==> src/rtl/shiftreg_seq.sv <==
// shiftreg_seq: multi-bit shift register for the Booth multiplier datapath.
//
// Shifts the register by count positions in one of four modes. It moves at
// most STEP positions per clock and keeps the last bit shifted out, so that a
// radix-2 or radix-4 Booth controller can read its recoding bits directly.
// All state updates happen on the falling edge of clk, to match the rest of
// the Booth datapath.
//
// Ports:
//   clk        clock (state updates on the falling edge)
//   rst_n      asynchronous active-low reset
//   clear      synchronous clear (highest priority)
//   load       synchronous parallel load of data_in
//   data_in    [N-1:0]  parallel load value
//   serial_in  bit that fills the vacated MSBs in SRI mode
//   mode       [1:0]    00 ASR, 01 SRI, 10 LSL, 11 ROR
//   start      request a shift of count positions
//   count      [CW-1:0] total shift amount (values above N are clamped to N)
//   data_out   [N-1:0]  register contents
//   shift_out  last bit shifted out
//   busy       an operation is in progress
//   done       one-cycle completion pulse
//
// Handshake: start is sampled only while busy is low. On the edge that
// accepts start, busy rises. It stays high until the cycle after done. done
// is high for exactly the last busy cycle. start has no effect while busy is
// high, and that includes the DONE cycle. A clear or load aborts an operation
// in flight, and no done pulse is produced for it.
module shiftreg_seq #(
  parameter int N    = 8,
  parameter int STEP = 2,
  parameter int CW   = $clog2(N + 1)
) (
  input  logic          clk,
  input  logic          rst_n,
  input  logic          clear,
  input  logic          load,
  input  logic [N-1:0]  data_in,
  input  logic          serial_in,
  input  logic [1:0]    mode,
  input  logic          start,
  input  logic [CW-1:0] count,
  output logic [N-1:0]  data_out,
  output logic          shift_out,
  output logic          busy,
  output logic          done
);

  typedef enum logic [1:0] {
    S_IDLE  = 2'd0,
    S_SHIFT = 2'd1,
    S_DONE  = 2'd2
  } state_t;

  localparam logic [1:0] M_ASR = 2'b00;
  localparam logic [1:0] M_SRI = 2'b01;
  localparam logic [1:0] M_LSL = 2'b10;
  localparam logic [1:0] M_ROR = 2'b11;

  localparam logic [CW-1:0] N_CW    = CW'(N);
  localparam logic [CW-1:0] STEP_CW = CW'(STEP);

  state_t          state, state_nx;
  logic [1:0]      mode_r;
  logic [CW-1:0]   remaining;
  logic [CW-1:0]   count_clamped;
  logic [CW-1:0]   amt;
  logic [N-1:0]    shift_val;
  logic            shift_bit;
  logic [2*N-1:0]  rot_wide;
  logic [N-1:0]    low_probe;
  logic [N-1:0]    high_probe;

  assign count_clamped = (count > N_CW) ? N_CW : count;
  assign amt           = (remaining > STEP_CW) ? STEP_CW : remaining;

  // Shifted value and exit bit for a shift of amt positions.
  // The exit bit is read with a shift rather than a variable bit-select. That
  // keeps the index width legal, and amt == 0 (outside SHIFT) stays harmless.
  always_comb begin
    shift_val  = data_out;
    shift_bit  = shift_out;
    rot_wide   = {data_out, data_out} >> amt;
    low_probe  = data_out >> (amt - CW'(1));   // bit 0 = D[amt-1]
    high_probe = data_out >> (N_CW - amt);     // bit 0 = D[N-amt]
    case (mode_r)
      M_ASR: begin
        shift_val = $unsigned($signed(data_out) >>> amt);
        shift_bit = low_probe[0];
      end
      M_SRI: begin
        shift_val = (data_out >> amt) | (serial_in ? ~({N{1'b1}} >> amt) : '0);
        shift_bit = low_probe[0];
      end
      M_LSL: begin
        shift_val = data_out << amt;
        shift_bit = high_probe[0];
      end
      M_ROR: begin
        shift_val = rot_wide[N-1:0];
        shift_bit = low_probe[0];
      end
      default: begin
        shift_val = data_out;
        shift_bit = shift_out;
      end
    endcase
  end

  // State register.
  always_ff @(negedge clk or negedge rst_n) begin
    if (!rst_n) state <= S_IDLE;
    else        state <= state_nx;
  end

  // Next-state logic. clear and load override the sequencer.
  always_comb begin
    state_nx = state;
    if (clear || load) begin
      state_nx = S_IDLE;
    end else begin
      case (state)
        S_IDLE:  if (start) state_nx = (count_clamped != '0) ? S_SHIFT : S_DONE;
        S_SHIFT: if (remaining == amt) state_nx = S_DONE;
        S_DONE:  state_nx = S_IDLE;
        default: state_nx = S_IDLE;
      endcase
    end
  end

  // Output logic.
  always_comb begin
    busy = (state != S_IDLE);
    done = (state == S_DONE);
  end

  // Datapath: register contents, exit bit, and the latched operation.
  always_ff @(negedge clk or negedge rst_n) begin
    if (!rst_n) begin
      data_out  <= '0;
      shift_out <= 1'b0;
      mode_r    <= M_ASR;
      remaining <= '0;
    end else if (clear) begin
      data_out  <= '0;
      shift_out <= 1'b0;
      remaining <= '0;
    end else if (load) begin
      data_out  <= data_in;
      shift_out <= 1'b0;
      remaining <= '0;
    end else begin
      case (state)
        S_IDLE: begin
          if (start) begin
            mode_r    <= mode;
            remaining <= count_clamped;
          end
        end
        S_SHIFT: begin
          data_out  <= shift_val;
          shift_out <= shift_bit;
          remaining <= remaining - amt;
        end
        default: ;
      endcase
    end
  end

endmodule

==> config.mk <==
export PLATFORM = sky130hd
export DESIGN_NAME = shiftreg_seq
export DESIGN_NICKNAME = d
export VERILOG_FILES = /design/src/rtl/shiftreg_seq.sv
export SDC_FILE = /design/constraint.sdc
export NUM_CORES = 1
export LEC_CHECK = 0
export CELL_PAD_IN_SITES_DETAIL_PLACEMENT = 1
export CELL_PAD_IN_SITES_GLOBAL_PLACEMENT = 1
export CORE_MARGIN = 2
export CORE_UTILIZATION = 41
export CTS_BUF_LIST = sky130_fd_sc_hd__clkbuf_2 sky130_fd_sc_hd__clkbuf_4 sky130_fd_sc_hd__clkbuf_8
export DETAILED_ROUTE_END_ITERATION = 6
export PLACE_DENSITY = 0.95
export SETUP_SLACK_MARGIN = 0.2
export SLEW_MARGIN = 20
export SYNTH_ARGS = -nofsm -noshare
export SYNTH_HDL_FRONTEND = slang
export SYNTH_SLANG_ARGS = --single-unit
==> constraint.sdc <==
create_clock -name clk -period 3.3 [get_ports clk]
set_input_delay 0.825 -clock clk [delete_from_list [all_inputs] [get_ports clk]]
set_output_delay 0.825 -clock clk [all_outputs]
set_load 0.05 [all_outputs]
==> flow_metrics.tcl, run 1 <==
set metrics [dict create \
    worst_endpoint "busy" \
    grt_start_max_net_pins 18 \
    synth-simple-area-share_pct 23.6 \
    synth-xor-area-share_pct 0 \
    status "did not finish" \
    ys_seq_area_share_pct 29.0 \
    worstEndpointType "top-level output" \
    initial_core_util_pct 43.3 \
    std_cell_rows 21 \
    antenna_found_initial 0 \
    clockBufferDepth 2 \
    clockRootBuffer "clkbuf_4" \
    cts_hold_buf 0 \
    ys_warn_count 0 \
    numPortBuffers 30 \
    fp.dieH_um 63.8 \
    synth_cells 188 \
    cts_buffers 3 \
    h-tree-depth 1 \
    firstError "[ERROR DPL-0033] detailed placement checks failed during check placement." \
    post_dp_cell_area_sq_mm 0.00213 \
    clock-sinks 17 \
    avgSynthCellArea_sq_um 7.80 \
    synthDistinctLibCells 43 \
    async_reset_ff_share_pct 100 \
    synth_adder_area_share_pct 4.27 \
    synth-edff-count 0 \
    muxShareOfSynthArea_pct 9.90 \
    synth_seq_cells 17 \
    stop_stage "global routing" \
    synth_compound_area_share_pct 26.4 \
    die_w_um 63.8 \
    gp_congestion 0.847 \
    detailedPlace.worstSlack_ps -697 \
    ys.flop_type "dfrtn_1" \
    hpwl_um 4740 \
    synth_area_sq_mm 0.00147 \
    synth_top_family_by_area "compound AO/OA/AOI/OAI gates" \
    top_level_ports 31 \
]
## through the flow
stage          instances  hold WS (ps)
4_1_cts              297           553
3_5_place_dp         281           552
3_3_place_gp         281           543
2_1_floorplan        189           584
## kinds of logic after synthesis
family          count (synthesis)
simple gates                   68
compound gates                 61
buf+inv                        22
flops                          17
mux                            13
fa+ha+maj                       5
other cells                     2
## timing repair
action                                  CTS
endpoints found under the setup margin   28
buffers inserted                         12
pin swaps                                18
gates resized for setup                  56
## synthesized netlist by cell type, types with 2 or more instances
library cell | count | area, sq um
a21oi_1 | 21 | 105
o31ai_1 | 3 | 22.5
mux2i_1 | 10 | 100
conb_1 | 2 | 7.51
o22ai_1 | 6 | 37.5
nor3_2 | 2 | 20.0
o21ai_0 | 8 | 40.0
dfrtn_1 | 17 | 425
clkbuf_1 | 6 | 22.5
a31oi_1 | 3 | 18.8
buf_2 | 5 | 25.0
o211ai_1 | 2 | 15.0
a211oi_1 | 3 | 22.5
nor2_1 | 21 | 78.8
nor2b_1 | 5 | 31.3
a22oi_1 | 4 | 30.0
ha_1 | 5 | 62.6
nand2_1 | 16 | 60.1
nand2b_1 | 3 | 18.8
nor3_1 | 9 | 45.0
nand3_1 | 3 | 15.0
inv_2 | 2 | 7.51
a221oi_1 | 3 | 26.3
inv_1 | 8 | 30.0
mux2_2 | 2 | 22.5
nor4_1 | 2 | 12.5
==> run 2: changes to the inputs <==
CELL_PAD_IN_SITES_DETAIL_PLACEMENT = default   (was 1)
CELL_PAD_IN_SITES_GLOBAL_PLACEMENT = default   (was 1)
CORE_UTILIZATION = 29   (was 41)
CTS_BUF_LIST = default   (was sky130_fd_sc_hd__clkbuf_2 sky130_fd_sc_hd__clkbuf_4 sky130_fd_sc_hd__clkbuf_8)
PLACE_DENSITY = default   (was 0.95)
PLACE_DENSITY_LB_ADDON = 0.15   (was default)
SETUP_SLACK_MARGIN = default   (was 0.2)
==> run 2 against run 1 <==
  * The flow now finishes, with violations (negative setup slack)
  * Synthesized cell count unchanged
  * Area after synthesis unchanged
==> flow_metrics.tcl, run 2 <==
set metrics [dict create \
    fin_util_pct 47.3 \
    synth_adder_area_share_pct 4.27 \
    hp-class "reg -> reg" \
    ys_warn_count 0 \
    grt_pass1_wl_um 7580 \
    std_cell_rows 25 \
    drc_errors 0 \
    dp.cells 303 \
    initial_core_util_pct 30.6 \
    synth_top_family_by_area "compound AO/OA/AOI/OAI gates" \
    route.met3.wl_um 171 \
    finalHoldViolations 0 \
    critPathKind "reg -> out" \
    route.final.wire_length_um 4410 \
    synth_area_sq_mm 0.00147 \
    yosysTopAreaCell "dfrtn_1" \
    ys.flop_type "dfrtn_1" \
    dieArea_sq_mm 0.00564 \
    core_sq_mm 0.00479 \
    worstPathArrival_ps 2680 \
    required_ps 2470 \
    async_reset_ff_share_pct 100 \
    num-fill-cells 489 \
    n_antenna_cell 0 \
    synth-edff-count 0 \
    muxShareOfSynthArea_pct 9.90 \
    slew_viol_final 0 \
    clock-sinks 17 \
    die_w_um 75.1 \
    avgRoutedWirePerCell_um 14.2 \
    power.leakage_nw 0.964 \
    p_per_area_mw_per_mm2 328 \
    grt_start_max_net_pins 23 \
    num_vias 1561 \
    synth_seq_cells 17 \
    post_dp_cell_area_sq_mm 0.00216 \
    instances_no_fill 310 \
    final_cell_area_sq_mm 0.00226 \
    ys_top_cells_by_area "dfrtn_1 29%, a21oi_1 7.2%, mux2i_1 6.8%" \
    start_kind "register" \
    synth-simple-area-share_pct 23.6 \
    cts_hold_buf 0 \
    drt-pass1-iter-count 4 \
    crit_chain "or2_4, buf_12" \
    ys_seq_area_share_pct 29.0 \
    clk_pin_slew_ps 50 \
    viasPerCell 5.04 \
    drive_gt1_share_pct 26.7 \
    total_power_mw 0.742 \
    setup.worst_path.end_class "output pin" \
    numPortBuffers 30 \
    worstMarginPinSlew_ps 512 \
    peakVddDrop_mv 0.167 \
    detailedPlace.worstSlack_ps -603 \
    top_layer "met4" \
    synth_cells 188 \
    tns_ps -872 \
    mostFrequentLayoutCells "28 x buf_4, 21 x a21oi_1, 19 x nor2_1" \
    hpwl_um 3310 \
    clockRootBuffer "clkbuf_8" \
    clockBufferDepth 2 \
    antenna_found_initial 0 \
    status "finished, violations left" \
    gp_congestion 0.804 \
    top_level_ports 31 \
    grt-ovfl-total 0 \
    grt_pass1_vias 1517 \
    synth_compound_area_share_pct 26.4 \
    crit_buf_inv 1 \
    slew-limit-headroom_pct 65.8 \
    cts_buffers 3 \
    setup_violations 11 \
    grt_usage_pct 17.8 \
    critPathMaxStageDelay_ps 350 \
    top_register "data_out" \
    holdWs_ps 629 \
    fp.dieH_um 75.1 \
    reg_top3 "data_out (8), remaining (4)" \
    slowest_stage "dfrtn_1" \
    largest_reg_flops 8 \
    h-tree-depth 1 \
    avgSynthCellArea_sq_um 7.80 \
    wl_met1_um 2180 \
    drt_iter0_markers 113 \
    synth-xor-area-share_pct 0 \
    clock_latency_ps 270 \
    fin_ws_ps -209 \
    synth.top_cells.by_count "21 x a21oi_1, 21 x nor2_1, 17 x dfrtn_1, 16 x nand2_1, 10 x mux2i_1" \
    fin_worst_skew_ps 4.88 \
    synthDistinctLibCells 43 \
    detail-route-antenna-nets 0 \
    nets 269 \
    rsz0062_at_grt "yes" \
    maxCapViolCount 0 \
    final_common_cell "buf_4" \
    critPathMaxFanout 2 \
    violations "negative setup slack" \
    synthToLayoutAreaGrowth_pct 54.4 \
    cts_tree "yes" \
    synth_top_area_share_pct 29.0 \
    wl_met2_um 2020 \
    crit_family "flip-flops" \
]
run 2: cell counts after synthesis:
No cell type changed its count.
run 2: power breakdown:
group / switching (mW) / total, mW / internal [mW]
registers: 0.0259 / 0.251 / 0.226
clock network: 0.0756 / 0.161 / 0.0858
logic: 0.173 / 0.330 / 0.156
total: 0.275 / 0.742 / 0.468
run 2: layer usage:
metal  track usage (%)  up-vias
met4              3.37        0
met5                 0        -
met3              2.81        4
li1                  -      796
met1              26.5      725
met2              27.3       36
run 2: tightest hold or removal path: stages (launching register included):
cell and delay [ps]:
dfrtn_1 450, buf_4 120, a311o_1 140
run 2: area by class of cell:
cell class	count	area (sq um)	area share, %
well taps	67	83.8	3.70
inverters	10	37.5	1.66
clock buffers	4	45.0	1.99
multi-input cells	150	1000	44.2
flip-flops and latches	17	425	18.8
repair buffers	62	672	29.7
run 2: worst paths after layout:
check	slack, ps	cells past startpoint	end	startpoint
worst max register to register	840	9	shift_out	remaining[2]
worst max-delay path	-210	2	busy	state[0]
worst min register to register	630	2	shift_out	shift_out
max in group asynchronous	710	2	data_out[0]	rst_n
worst min-delay path	630	2	shift_out	shift_out
min in group asynchronous	2420	2	remaining[0]	rst_n
run 2: logic make-up (layout without fill, tap and decap cells):
kind of cell,after synthesis,count (layout)
simple gates,68,68
compound gates,61,61
buf+inv,22,76
flops,17,17
mux,13,13
fa+ha+maj,5,5
other cells,2,3
run 2: timing repair:
item | 4_1_cts | 5_1_grt
setup buffers | 3 | 0
cloned | 0 | 0
pin swaps | 10 | 1
gates resized for setup | 17 | 6
endpoints found under the setup margin | 28 | 16
No activity file was read; power rests on OpenSTA's default activity.
